File: config.mk
export PLATFORM = sky130hd
export DESIGN_NAME = fpu_barrel_shifter
export DESIGN_NICKNAME = d
export VERILOG_FILES = /design/src/rtl/fpu_shift_pkg.sv /design/src/rtl/fpu_shift_stage.sv /design/src/rtl/fpu_barrel_shifter.sv
export SDC_FILE = /design/constraint.sdc
export NUM_CORES = 1
export LEC_CHECK = 0
export CORE_MARGIN = 2
export CORE_UTILIZATION = 54
export DETAILED_ROUTE_END_ITERATION = 8
export PLACE_DENSITY = 0.82
export SYNTH_ARGS = -nofsm -noshare
export SYNTH_HDL_FRONTEND = slang
export SYNTH_SLANG_ARGS = --single-unit
File: constraint.sdc
create_clock -name vclk -period 2.35
set_input_delay 0.235 -clock vclk [all_inputs]
set_output_delay 0.235 -clock vclk [all_outputs]
set_load 0.05 [all_outputs]
File: src/rtl/fpu_shift_pkg.sv
// Shared definitions for the FPU barrel shifter: shift direction encoding and
// the shift-amount width helper.
package fpu_shift_pkg;

    typedef enum logic {
        SHIFT_LEFT  = 1'b0,
        SHIFT_RIGHT = 1'b1
    } shift_dir_e;

    function automatic int unsigned shw_for(input int unsigned width);
        return $clog2(width);
    endfunction

endpackage

File: src/rtl/fpu_shift_stage.sv
// One mux level of the logarithmic shifter: shifts by DIST when enabled,
// filling vacated MSBs on a right shift with the supplied fill bit.
module fpu_shift_stage
    import fpu_shift_pkg::*;
#(
    parameter int unsigned WIDTH = 64,
    parameter int unsigned DIST  = 1
) (
    input  logic [WIDTH-1:0] i_data,
    input  logic             i_en,
    input  logic             i_dir,
    input  logic             i_fill,
    output logic [WIDTH-1:0] o_data
);

    localparam logic [WIDTH-1:0] FILL_MASK = ~({WIDTH{1'b1}} >> DIST);

    always_comb begin
        o_data = i_data;
        if (i_en) begin
            if (i_dir == SHIFT_LEFT) begin
                o_data = i_data << DIST;
            end else begin
                o_data = (i_data >> DIST) | (FILL_MASK & {WIDTH{i_fill}});
            end
        end
    end

endmodule

File: src/rtl/fpu_barrel_shifter.sv
// Logarithmic barrel shifter for mantissa alignment/normalisation, with an
// optional register after every second mux level (and after the last level).
module fpu_barrel_shifter
    import fpu_shift_pkg::*;
#(
    parameter int unsigned WIDTH     = 64,
    parameter int unsigned SHW       = shw_for(WIDTH),
    parameter bit          PIPELINED = 1'b0
) (
    input  logic             clk,
    input  logic             reset,
    input  logic [WIDTH-1:0] data_in,
    input  logic [SHW-1:0]   shift_amount,
    input  logic             shift_direction,
    input  logic             arithmetic,
    output logic [WIDTH-1:0] data_out
);

    // Sign fill is resolved once at the input so later stages never look at the MSB.
    logic w_sign;
    assign w_sign = arithmetic & (shift_direction == SHIFT_RIGHT) & data_in[WIDTH-1];

    for (genvar k = 0; k < SHW; k++) begin : g_lvl
        localparam int unsigned AW  = SHW - k;
        localparam bit          REG = PIPELINED && ((k % 2 == 1) || (k == SHW - 1));

        logic [WIDTH-1:0] w_din;
        logic [WIDTH-1:0] w_shifted;
        logic [WIDTH-1:0] w_dout;
        logic [AW-1:0]    w_amt;
        logic             w_dir;
        logic             w_fill;

        if (k == 0) begin : g_src
            assign w_din  = data_in;
            assign w_amt  = shift_amount;
            assign w_dir  = shift_direction;
            assign w_fill = w_sign;
        end else begin : g_src
            assign w_din  = g_lvl[k-1].w_dout;
            assign w_amt  = g_lvl[k-1].g_fwd.w_amt_nxt;
            assign w_dir  = g_lvl[k-1].g_fwd.w_dir_nxt;
            assign w_fill = g_lvl[k-1].g_fwd.w_fill_nxt;
        end

        fpu_shift_stage #(
            .WIDTH (WIDTH),
            .DIST  (1 << k)
        ) u_stage (
            .i_data (w_din),
            .i_en   (w_amt[0]),
            .i_dir  (w_dir),
            .i_fill (w_fill),
            .o_data (w_shifted)
        );

        if (REG) begin : g_reg
            logic [WIDTH-1:0] r_data;
            always_ff @(posedge clk) begin
                if (reset) r_data <= '0;
                else       r_data <= w_shifted;
            end
            assign w_dout = r_data;
        end else begin : g_pass
            assign w_dout = w_shifted;
        end

        // Only the not-yet-consumed amount bits travel on to the next level.
        if (k < SHW - 1) begin : g_fwd
            logic [AW-2:0] w_amt_nxt;
            logic          w_dir_nxt;
            logic          w_fill_nxt;

            if (REG) begin : g_reg
                logic [AW-2:0] r_amt;
                logic          r_dir;
                logic          r_fill;
                always_ff @(posedge clk) begin
                    if (reset) begin
                        r_amt  <= '0;
                        r_dir  <= 1'b0;
                        r_fill <= 1'b0;
                    end else begin
                        r_amt  <= w_amt[AW-1:1];
                        r_dir  <= w_dir;
                        r_fill <= w_fill;
                    end
                end
                assign w_amt_nxt  = r_amt;
                assign w_dir_nxt  = r_dir;
                assign w_fill_nxt = r_fill;
            end else begin : g_pass
                assign w_amt_nxt  = w_amt[AW-1:1];
                assign w_dir_nxt  = w_dir;
                assign w_fill_nxt = w_fill;
            end
        end
    end

    if (!PIPELINED) begin : g_comb
        logic w_unused_clk;
        assign w_unused_clk = clk ^ reset;
    end

    assign data_out = g_lvl[SHW-1].w_dout;

endmodule

==> results of run 1 <==
kinds of logic after synthesis:
family | Yosys count
AO/OA/AOI/OAI | 678
multiplexers | 206
buffers and inverters | 172
AND/OR/NAND/NOR | 455
stage by stage:
| step | instances | instance area [µm²] | setup WS [ns] |
|---|---|---|---|
| after floorplan | 1511 | 11300 | -0.3552 |
| after global placement | 2304 | 16520 | -0.8002 |
| after detailed placement | 2304 | 16520 | -0.9336 |
==> metrics.md, run 1 <==
| Metric | Value |
|---|---|
| Hold_buf cts | `0` |
| Syn_nets | `1585` |
| Most frequent cell after synthesis | `nor2_1` |
| Register area share after synthesis | `0%` |
| Status | `did not finish` |
| Synthesized area | `0.01025 mm²` |
| Post-CTS Setup Repair Bufs | `62` |
| Simple-gate share of the synthesized area | `19.77%` |
| Die height | `141.8 µm` |
| Synth Area in Compound Gates | `47.93%` |
| Post_cts resized | `657` |
| Mux contribution to synthesized area | `22.99%` |
| Synth top area share | `14.94%` |
| Initial Util | `55.00%` |
| Avg Inst Size Synth | `6.786 µm²` |
| Dpl hpwl | `54.27 mm` |
| Synth area leaders | `mux2i_1, nor2_1, a21oi_1, o21ai_0, mux4_2` |
| PortBufs | `136` |
| Dominant cell type by area after synthesis | `mux2i_1` |
| Gp weighted congestion | `1.310` |
| Post-Syn Instances | `1511` |
| Stopping stage | `clock tree synthesis (4_1_cts)` |
| Most instantiated cells after synthesis | `nor2_1, mux2i_1, a21oi_1, nand2_1, o21ai_0` |
| Die X | `141.8 µm` |
| Yosys cell types | `89` |
| Stop err | `[ERROR DPL-0038] Utilization greater than 100%, impossible to legalize` |
| I/O Pins | `138` |
| Largest family of logic cells by synthesized area | `compound AO/OA/AOI/OAI gates` |
| Row Count | `50` |
| Total of warnings raised by yosys | `0` |
| Synth Area in Adders | `0%` |
| Post-Synth XOR/XNOR Area | `0%` |
==> run 2, diff against run 1 <==
CORE_UTILIZATION = 40   (was 54)
PLACE_DENSITY = default   (was 0.82)
PLACE_DENSITY_LB_ADDON = 0.15   (was default)
clock period = 3.05 ns   (was 2.35 ns; I/O delays follow)
==> metrics.md, run 2 <==
| Metric | Value |
|---|---|
| PortBufs | `136 (unchanged)` |
| Tot GR Track Use | `51.63%` |
| Gr busiest metal | `met2` |
| Synthesized area | `0.01025 mm² (unchanged)` |
| Multi-input logic area | `0.01065 mm²` |
| Register area share after synthesis | `0% (unchanged)` |
| Avg Inst Size Synth | `6.786 µm² (unchanged)` |
| I/O Pins | `138 (unchanged)` |
| Share of layout cells above drive strength 1 | `47.10%` |
| Met1 Use GR | `63.01%` |
| Final WS setup | `-0.3086 ns` |
| Hold_buf cts | `0 (unchanged)` |
| Core box area | `0.02518 mm²` |
| RSZ-0062 raised after global routing | `yes` |
| Final WL | `75.94 mm` |
| Fin crit share | `110.1%` |
| Total of warnings raised by yosys | `0 (unchanged)` |
| Largest family of logic cells by synthesized area | `compound AO/OA/AOI/OAI gates` |
| Fin crit period | `3.359 ns` |
| Worst hold path class | `in2out` |
| Most frequent cells in the layout | `buf_4, nor2_1, mux2i_1, nand2_1, a21oi_1` |
| Failing checks | `design-rule violations, negative setup slack` |
| Synth Area in Adders | `0% (unchanged)` |
| Final TNS setup | `-5.790 ns` |
| Status | `finished with violations` |
| Synth top area share | `14.94% (unchanged)` |
| Antenna Violating Nets Remaining | `0` |
| DRC viols | `29` |
| Post-Place Worst Slack | `-0.5310 ns (+0.4027 ns)` |
| First-pass GRT wire length | `104.9 mm` |
| Simple-gate share of the synthesized area | `19.77% (unchanged)` |
| Post-Synth XOR/XNOR Area | `0% (unchanged)` |
| Synth area leaders | `mux2i_1, nor2_1, a21oi_1, o21ai_0, mux4_2` |
| Fin. Hold Viols | `0` |
| Worst setup path start | `shift_direction` |
| Yosys cell types | `89 (unchanged)` |
| Seq. cell area | `0 µm²` |
| Row Count | `58 (+16%)` |
| # fillers | `1993` |
| Slew headroom | `46.58%` |
| Hold Crit Depth | `5` |
| Starting DRC count in detailed routing | `3156` |
| Pin count of the biggest net entering global routing | `75` |
| Worst Hold End | `data_out[26]` |
| Critical Path RT | `2.74 ns` |
| Die area | `0.02693 mm²` |
| Fin Hold WS | `1.424 ns` |
| Most frequent cell after synthesis | `nor2_1` |
| Hold Crit Start | `shift_amount[4]` |
| Startpoint types | `primary input` |
| Worst Path Arrival | `3.05 ns` |
| GRT met2 Usage | `78.64%` |
| Kind of critical path | `in2out` |
| Count of final max-slew check failures | `0` |
| Commonest non-fill, non-tap cell in the layout | `buf_4` |
| Dpl hpwl | `55.06 mm (+1.5%)` |
| Die height | `164.1 µm (+16%)` |
| Max frequency | `297.7 MHz` |
| Dominant cell type by area after synthesis | `mux2i_1` |
| Via count | `17986` |
| Number of detailed-routing iterations run before antenna repair | `9` |
| Nets | `2148` |
| Synth Area in Compound Gates | `47.93% (unchanged)` |
| Grt total ovfl | `0` |
| Post-Syn Instances | `1511 (unchanged)` |
| Post-DR vias/cell | `7.485` |
| Max cap viols | `0` |
| Initial Util | `40.72% (-14 points)` |
| GR Util met3 | `14.39%` |
| CP Capture Type | `primary output` |
| Area delta synth->final | `72.42%` |
| Routed wire per std cell | `31.60 µm` |
| Most instantiated cells after synthesis | `nor2_1, mux2i_1, a21oi_1, nand2_1, o21ai_0` |
| Gp weighted congestion | `1.146 (-13%)` |
| Worst-path fanout max | `8` |
| Mux contribution to synthesized area | `22.99% (unchanged)` |
| Die X | `164.1 µm (+16%)` |
| Vias in the first global route | `16502` |
| Worst slew pin tran | `0.7969 ns` |
| Initial antenna violation count | `2` |
| Syn_nets | `1585 (unchanged)` |
| Layout clock buffer count | `0` |
| Setup Viol. Count Final | `49` |
| Num sequential | `0` |
run 2: final cells by class:
cell class | instances | share of cell area [%]
repair buffers | 722 | 37.10
multi-input cells | 1339 | 60.26
diodes | 1 | 0.01415
well taps | 330 | 2.335
inverters | 11 | 0.2902
run 2: routing by layer:
layer	wire length, µm	part of all wire [%]
met5	161	0.21
met4	7998	11
met3	11300	15
met2	30770	41
met1	25710	34
run 2: worst max path at each step:
stage | endpoint | slack, ns
after floorplan | data_out[36] | -0.0009
after global placement | data_out[59] | -0.63
after detailed placement | data_out[59] | -0.53
after CTS | data_out[53] | -0.007
after global routing | data_out[2] | -0.83
final | data_out[63] | -0.31
run 2: timing repair:
action / in CTS / in global routing
hold endpoints to repair: 0 / 0
pin swaps: 46 / 56
resized for setup: 223 / 168
cloned: 4 / 6
setup buffers: 9 / 21
setup endpoints to repair: 64 / 63
run 2: cell families after synthesis:
family          Yosys count
mux                     206
compound gates          678
simple gates            455
buf+inv                 172
run 2: through the flow:
stage,utilization [%],instances,area [µm²]
after global placement,63.06,2367,15880
after CTS,66.61,2378,16770
after floorplan,-,1511,10370
final,70.21,2403,17680
after global routing,70.21,2403,17680
after detailed placement,63.06,2367,15880
run 2: worst max-delay path, stage by stage:
cell,delay (ns)
clkbuf_16,0.15
buf_4,0.14
nand2_4,0.11
buf_12,0.17
buf_4,0.15
o22ai_1,0.57
nor3_1,0.17
buf_4,0.21
a211oi_2,0.31
a21oi_1,0.08
buf_4,0.15
o22ai_1,0.12
o32a_1,0.19
buf_4,0.20
==> run 3, diff against run 2 <==
ABC_AREA = 1   (was default)
clock period = 2.8 ns   (was 3.05 ns; I/O delays follow)
==> metrics.md, run 3 <==
| Metric | Value |
|---|---|
| Register area share after synthesis | `0% (unchanged)` |
| Synthesized area | `0.007482 mm² (-27%)` |
| Starting DRC count in detailed routing | `1392 (-56%)` |
| Most instantiated cells after synthesis | `nand2_1, nand3_1, nand3_2, buf_2, or2_1` |
| Final TNS setup | `0 ns (+5.790 ns)` |
| Metal2 WL | `14.83 mm (-52%)` |
| Gp weighted congestion | `0.9455 (-17%)` |
| Die area | `0.01981 mm² (-26%)` |
| Synth Area in Compound Gates | `4.482% (-43 points)` |
| Most frequent cells in the layout | `nand2_1, nand3_1, nand3_2, buf_4, buf_12` |
| Post-DR vias/cell | `5.670 (-24%)` |
| Dpl hpwl | `24.44 mm (-56%)` |
| Grt total ovfl | `0 (unchanged)` |
| Status | `completed` |
| CP Capture Type | `primary output` |
| Die X | `140.8 µm (-14%)` |
| Kind of critical path | `in2out` |
| Worst slew pin tran | `0.7257 ns (-0.07124 ns)` |
| Total of warnings raised by yosys | `0 (unchanged)` |
| Share of layout cells above drive strength 1 | `24.38% (-23 points)` |
| Leak Pwr | `0.005532 µW` |
| Placed cell count | `1948 (-18%)` |
| Fin. Hold Viols | `0 (unchanged)` |
| Layout clock buffer count | `0 (unchanged)` |
| Met3 Wirelength | `2.371 mm (-79%)` |
| Commonest non-fill, non-tap cell in the layout | `nand2_1` |
| Nets | `1799 (-16%)` |
| # fillers | `1927 (-3.3%)` |
| Area delta synth->final | `44.45%` |
| DRC viols | `0 (-100%)` |
| Synth Area in Adders | `0% (unchanged)` |
| Worst-path fanout max | `3 (-5)` |
| Worst Hold End | `data_out[46]` |
| Hold Crit Start | `shift_direction` |
| Startpoint types | `primary input` |
| Avg Inst Size Synth | `4.697 µm² (-31%)` |
| Simple-gate share of the synthesized area | `85.59% (+66 points)` |
| Seq. cell area | `0 µm² (unchanged)` |
| Power Dens Cells | `277.9 mW/mm²` |
| Most frequent cell after synthesis | `nand2_1` |
| Count of final max-slew check failures | `0 (unchanged)` |
| Yosys cell types | `29 (-67%)` |
| I/O Pins | `138 (unchanged)` |
| Fin crit period | `2.728 ns` |
| Pin count of the biggest net entering global routing | `56 (-25%)` |
| Antenna cells | `0 (-1)` |
| Vias in the first global route | `9598 (-42%)` |
| Max frequency | `366.5 MHz` |
| Routed wire per std cell | `16.12 µm (-49%)` |
| Met1 Wirelength | `13.43 mm (-48%)` |
| RSZ-0062 raised after global routing | `yes` |
| Die height | `140.8 µm (-14%)` |
| Tot GR Track Use | `30.28% (-21 points)` |
| Top layer used by detailed routing | `met4` |
| Largest family of logic cells by synthesized area | `simple AND/OR/NAND/NOR gates` |
| Critical Path RT | `2.52 ns (-0.22 ns)` |
| Core box area | `0.01852 mm² (-26%)` |
| Peak VDD IR | `0.0001209 V` |
| Synth top area share | `41.54% (+27 points)` |
| Row Count | `50 (-14%)` |
| Worst Path Arrival | `2.45 ns (-0.60 ns)` |
| Antenna Violating Nets Remaining | `0 (unchanged)` |
| Initial antenna violation count | `0 (-2)` |
| Number of detailed-routing iterations run before antenna repair | `6 (-3)` |
| Hold Crit Depth | `6 (+1)` |
| Num sequential | `0 (unchanged)` |
| Dominant cell type by area after synthesis | `nand2_1` |
| Final Non-Filler Cells | `1957 (-19%)` |
| Worst hold path class | `in2out` |
| Fin crit share | `97.44%` |
| Synth area leaders | `nand2_1, nand3_1, nand3_2, buf_2, or2_1` |
| Final WL | `31.54 mm (-58%)` |
| Max cap viols | `0 (unchanged)` |
| Mux contribution to synthesized area | `0% (-23 points)` |
| Setup Viol. Count Final | `0 (-100%)` |
| PortBufs | `136 (unchanged)` |
| Post-Synth XOR/XNOR Area | `0% (unchanged)` |
| Initial Util | `40.41% (-0.31 points)` |
| First-pass GRT wire length | `50.16 mm (-52%)` |
| Post-Syn Instances | `1593 (+5.4%)` |
| Syn_nets | `1667 (+5.2%)` |
| Slew headroom | `51.55% (+5.0 points)` |
| Via count | `11097 (-38%)` |
==> run 3: cell types whose count changed in the layout (fill, tap and decap cells not counted), moves of 44 or more <==
cell and delta:
nand2_1 +700, nand3_1 +283, o21ai_0 -89, nor3_1 -44
nand3_2 +146, clkdlybuf4s50_1 +57, a21oi_1 -89, buf_4 -463
mux2i_1 -130, nor2_1 -143
==> run 3: kinds of logic after synthesis <==
| logic type | after synthesis |
|---|---|
| AO/OA/AOI/OAI | 62 |
| AND/OR/NAND/NOR | 1390 |
| buffers and inverters | 141 |
==> run 3: worst max-delay path, stage by stage <==
cell and delay [ns]:
clkdlybuf4s50_1 0.43, buf_4 0.15, nand2_1 0.05, nand3_1 0.13, nand3_1 0.15, nand3_4 0.13, nand2_1 0.10, nand3_2 0.13
nand2_1 0.13, nand3_2 0.11, nand2_1 0.09, nand3_2 0.09, nor2_2 0.11, a21oi_1 0.05, buf_4 0.18, buf_12 0.14
==> run 3: worst max path at each step <==
stage | from | to | slack, ns
after global routing | data_in[46] | data_out[33] | -0.03
after global placement | shift_amount[1] | data_out[56] | -0.25
after detailed placement | shift_amount[1] | data_out[61] | -0.27
after CTS | shift_amount[1] | data_out[34] | 0.01
final | data_in[40] | data_out[33] | 0.07
after floorplan | shift_direction | data_out[2] | 0.09
==> run 3: stage by stage <==
step	utilization [%]	power [µW]	setup WS (ns)	area [µm²]	hold WS [ns]
4_1_cts	55.76	2875	0.01075	10320	1.401
5_1_grt	58.36	3206	-0.03095	10810	1.445
3_5_place_dp	54.66	2822	-0.2704	10120	1.401
3_3_place_gp	54.66	2806	-0.2501	10120	1.395
6_report	58.36	3004	0.07171	10810	1.397
2_1_floorplan	-	1638	0.09277	7482	0.9662
==> run 3: area by class of cell <==
cell class | instances | area, µm² | share of cell area [%]
tap | 234 | 292.8 | 2.709
inverter | 24 | 98.84 | 0.9146
timing repair buffer | 247 | 3114 | 28.81
multi-input combinational | 1452 | 7302 | 67.56
==> run 3: per-layer routing <==
metal,track usage (%),up-vias
li1,-,5457
met1,42.23,5082
met2,51.35,506
met3,2.072,52
met4,6.474,0
met5,0,-
==> run 3: timing repair <==
item,4_1_cts,5_1_grt
cloned,1,0
endpoints found under the setup margin,64,55
setup buffers,1,7
hold buffers,0,0
pin swaps,3,28
resized for setup,40,105
==> run 3: where the power goes <==
group | internal [µW] | switching [µW] | leakage (µW) | total [µW]
clock | 0 | 0 | 0 | 0
combinational | 1190 | 1820 | 0.00553 | 3000
sequential | 0 | 0 | 0 | 0
No activity file was read; power rests on OpenSTA's default activity.
==> run 4, diff against run 3 <==
CORE_ASPECT_RATIO = 1.2   (was default)
CORE_UTILIZATION = 30   (was 40)
clock period = 2.26 ns   (was 2.8 ns; I/O delays follow)
==> metrics.md, run 4 (synthesis gave the netlist of run 3 again) <==
| Metric | Value |
|---|---|
| Num sequential | `0 (unchanged)` |
| Worst slew pin tran | `0.3925 ns (-0.3332 ns)` |
| Multi-input logic area | `0.009693 mm² (+33%)` |
| Initial antenna violation count | `0 (unchanged)` |
| CP Capture Type | `primary output` |
| Die area | `0.02623 mm² (+32%)` |
| Total internal power | `1880 µW (+59%)` |
| # fillers | `2364 (+23%)` |
| Share of layout cells above drive strength 1 | `50.59% (+26 points)` |
| Fin crit period | `2.422 ns` |
| Die X | `148.2 µm (+5.3%)` |
| Post-DR vias/cell | `5.502 (-3.0%)` |
| Post-Place Worst Slack | `-0.6879 ns (-0.4175 ns)` |
| Comb power frac | `100.0% (about the same)` |
| Worst Path Arrival | `2.20 ns (-0.25 ns)` |
| Layout clock buffer count | `0 (unchanged)` |
| DRC viols | `0 (unchanged)` |
| Most frequent cells in the layout | `nand2_1, nand3_2, nand2_2, nand3_1, nand3_4` |
| Flop pwr share | `0% (unchanged)` |
| Critical Path RT | `2.03 ns (-0.49 ns)` |
| Clock Power Share | `0% (unchanged)` |
| Final WS setup | `-0.1622 ns (-0.2339 ns)` |
| Power Dens Cells | `322.5 mW/mm² (+16%)` |
| Seq. cell area | `0 µm² (unchanged)` |
| Max frequency | `412.9 MHz` |
| Sw Ratio | `59.02% (-1.5 points)` |
| Fin. Hold Viols | `0 (unchanged)` |
| Leak Pwr | `0.006855 µW (+24%)` |
| Antenna Violating Nets Remaining | `0 (unchanged)` |
| Initial Util | `30.42% (-10 points)` |
| First-pass GRT wire length | `56.52 mm (+13%)` |
| Dpl hpwl | `27.89 mm (+14%)` |
| Worst setup path start | `shift_direction` |
| Area post-placement | `0.01084 mm² (+7.0%)` |
| Gp weighted congestion | `0.9481 (+0.27%)` |
| Setup Viol. Count Final | `63 (+63)` |
| Via count | `11610 (+4.6%)` |
| Commonest non-fill, non-tap cell in the layout | `nand2_1` |
| Area delta synth->final | `90.10%` |
| Status | `finished with violations` |
| Starting DRC count in detailed routing | `795 (-43%)` |
| I/O Pins | `138 (unchanged)` |
| CP Capture Point | `data_out[28]` |
| Peak VDD IR | `0.0001192 V (-1.4%)` |
| Row Count | `63 (+26%)` |
| Max cap viols | `0 (unchanged)` |
| Count of final max-slew check failures | `0 (unchanged)` |
| Nets | `1861 (+3.4%)` |
| Worst hold path class | `in2out` |
| Core box area | `0.02459 mm² (+33%)` |
| Vias in the first global route | `10513 (+9.5%)` |
| Startpoint types | `primary input` |
| Pin count of the biggest net entering global routing | `39 (-30%)` |
| Switching power | `2707 µW (+49%)` |
| Hold Crit Start | `shift_direction` |
| Slew headroom | `73.83% (+22 points)` |
| RSZ-0062 raised after global routing | `yes` |
| PortBufs | `136 (unchanged)` |
| Number of detailed-routing iterations run before antenna repair | `8 (+2)` |
| Final WL | `37.44 mm (+19%)` |
| Failing checks | `negative setup slack` |
| Antenna cells | `0 (unchanged)` |
| Final Instance Area | `0.01422 mm² (+32%)` |
| Grt total ovfl | `0 (unchanged)` |
| Routed wire per std cell | `17.74 µm (+10%)` |
| Worst-path fanout max | `12 (+9)` |
| Die height | `177 µm (+26%)` |
| Tot GR Track Use | `25.81% (-4.5 points)` |
| Fin crit share | `107.2%` |
| Kind of critical path | `in2out` |
| Fin util | `57.83% (-0.53 points)` |
## run 4: layer usage
layer | share of wire [%] | GRT usage, %
met1 | 43 | 34.69
met2 | 49 | 46.05
met3 | 4.7 | 1.624
met4 | 3.5 | 4.048
met5 | 0 | 0
## run 4: per-stage QoR
stage               hold slack, ns  cells  setup TNS (ns)  total power [µW]
floorplan                   0.8582   1593               0              2059
global placement             1.255   2085          -36.58              3654
detailed placement           1.256   2085          -37.19              3667
CTS                          1.105   2097          -4.182              4028
global route                 1.128   2110          -12.10              4862
finish                       1.112   2110          -5.870              4587
## run 4: worst min path at each step
stage / end / slack (ns) / cells past startpoint
after global placement: data_out[57] / 1.26 / 6
after CTS: data_out[57] / 1.11 / 6
final: data_out[55] / 1.11 / 6
after floorplan: data_out[48] / 0.86 / 4
after global routing: data_out[61] / 1.13 / 6
after detailed placement: data_out[57] / 1.26 / 6
## run 4: final cells by class
cell class | instances | area share (%)
tap | 325 | 2.859
timing repair buffer | 309 | 28.28
multi-input combinational | 1452 | 68.15
inverter | 24 | 0.7125
## run 4: repair_timing
| item | CTS | global route |
|---|---|---|
| setup buffers | 6 | 6 |
| resized for setup | 400 | 379 |
| hold buffers | 0 | 0 |
| setup endpoints to repair | 64 | 64 |
| pin swaps | 144 | 161 |
| cloned | 6 | 7 |
| endpoints found under the hold margin | 0 | 0 |
## run 4: critical path, cell delays in order
cell,delay (ns)
buf_12,0.13
bufbuf_16,0.28
nand2_1,0.07
nand3_1,0.21
nand3_1,0.21
nand3_4,0.14
nand2_1,0.10
nand2_2,0.09
nand2_1,0.09
nand3_2,0.08
nand2_1,0.07
nand3_2,0.09
buf_4,0.14
nand2_1,0.06
nand2_2,0.06
buf_12,0.15
## run 4: power by group through the flow
stage	logic [µW]	clock network, µW	registers, µW
floorplan	2060	0	0
global placement	3650	0	0
detailed placement	3670	0	0
CTS	4030	0	0
global route	4860	0	0
finish	4590	0	0
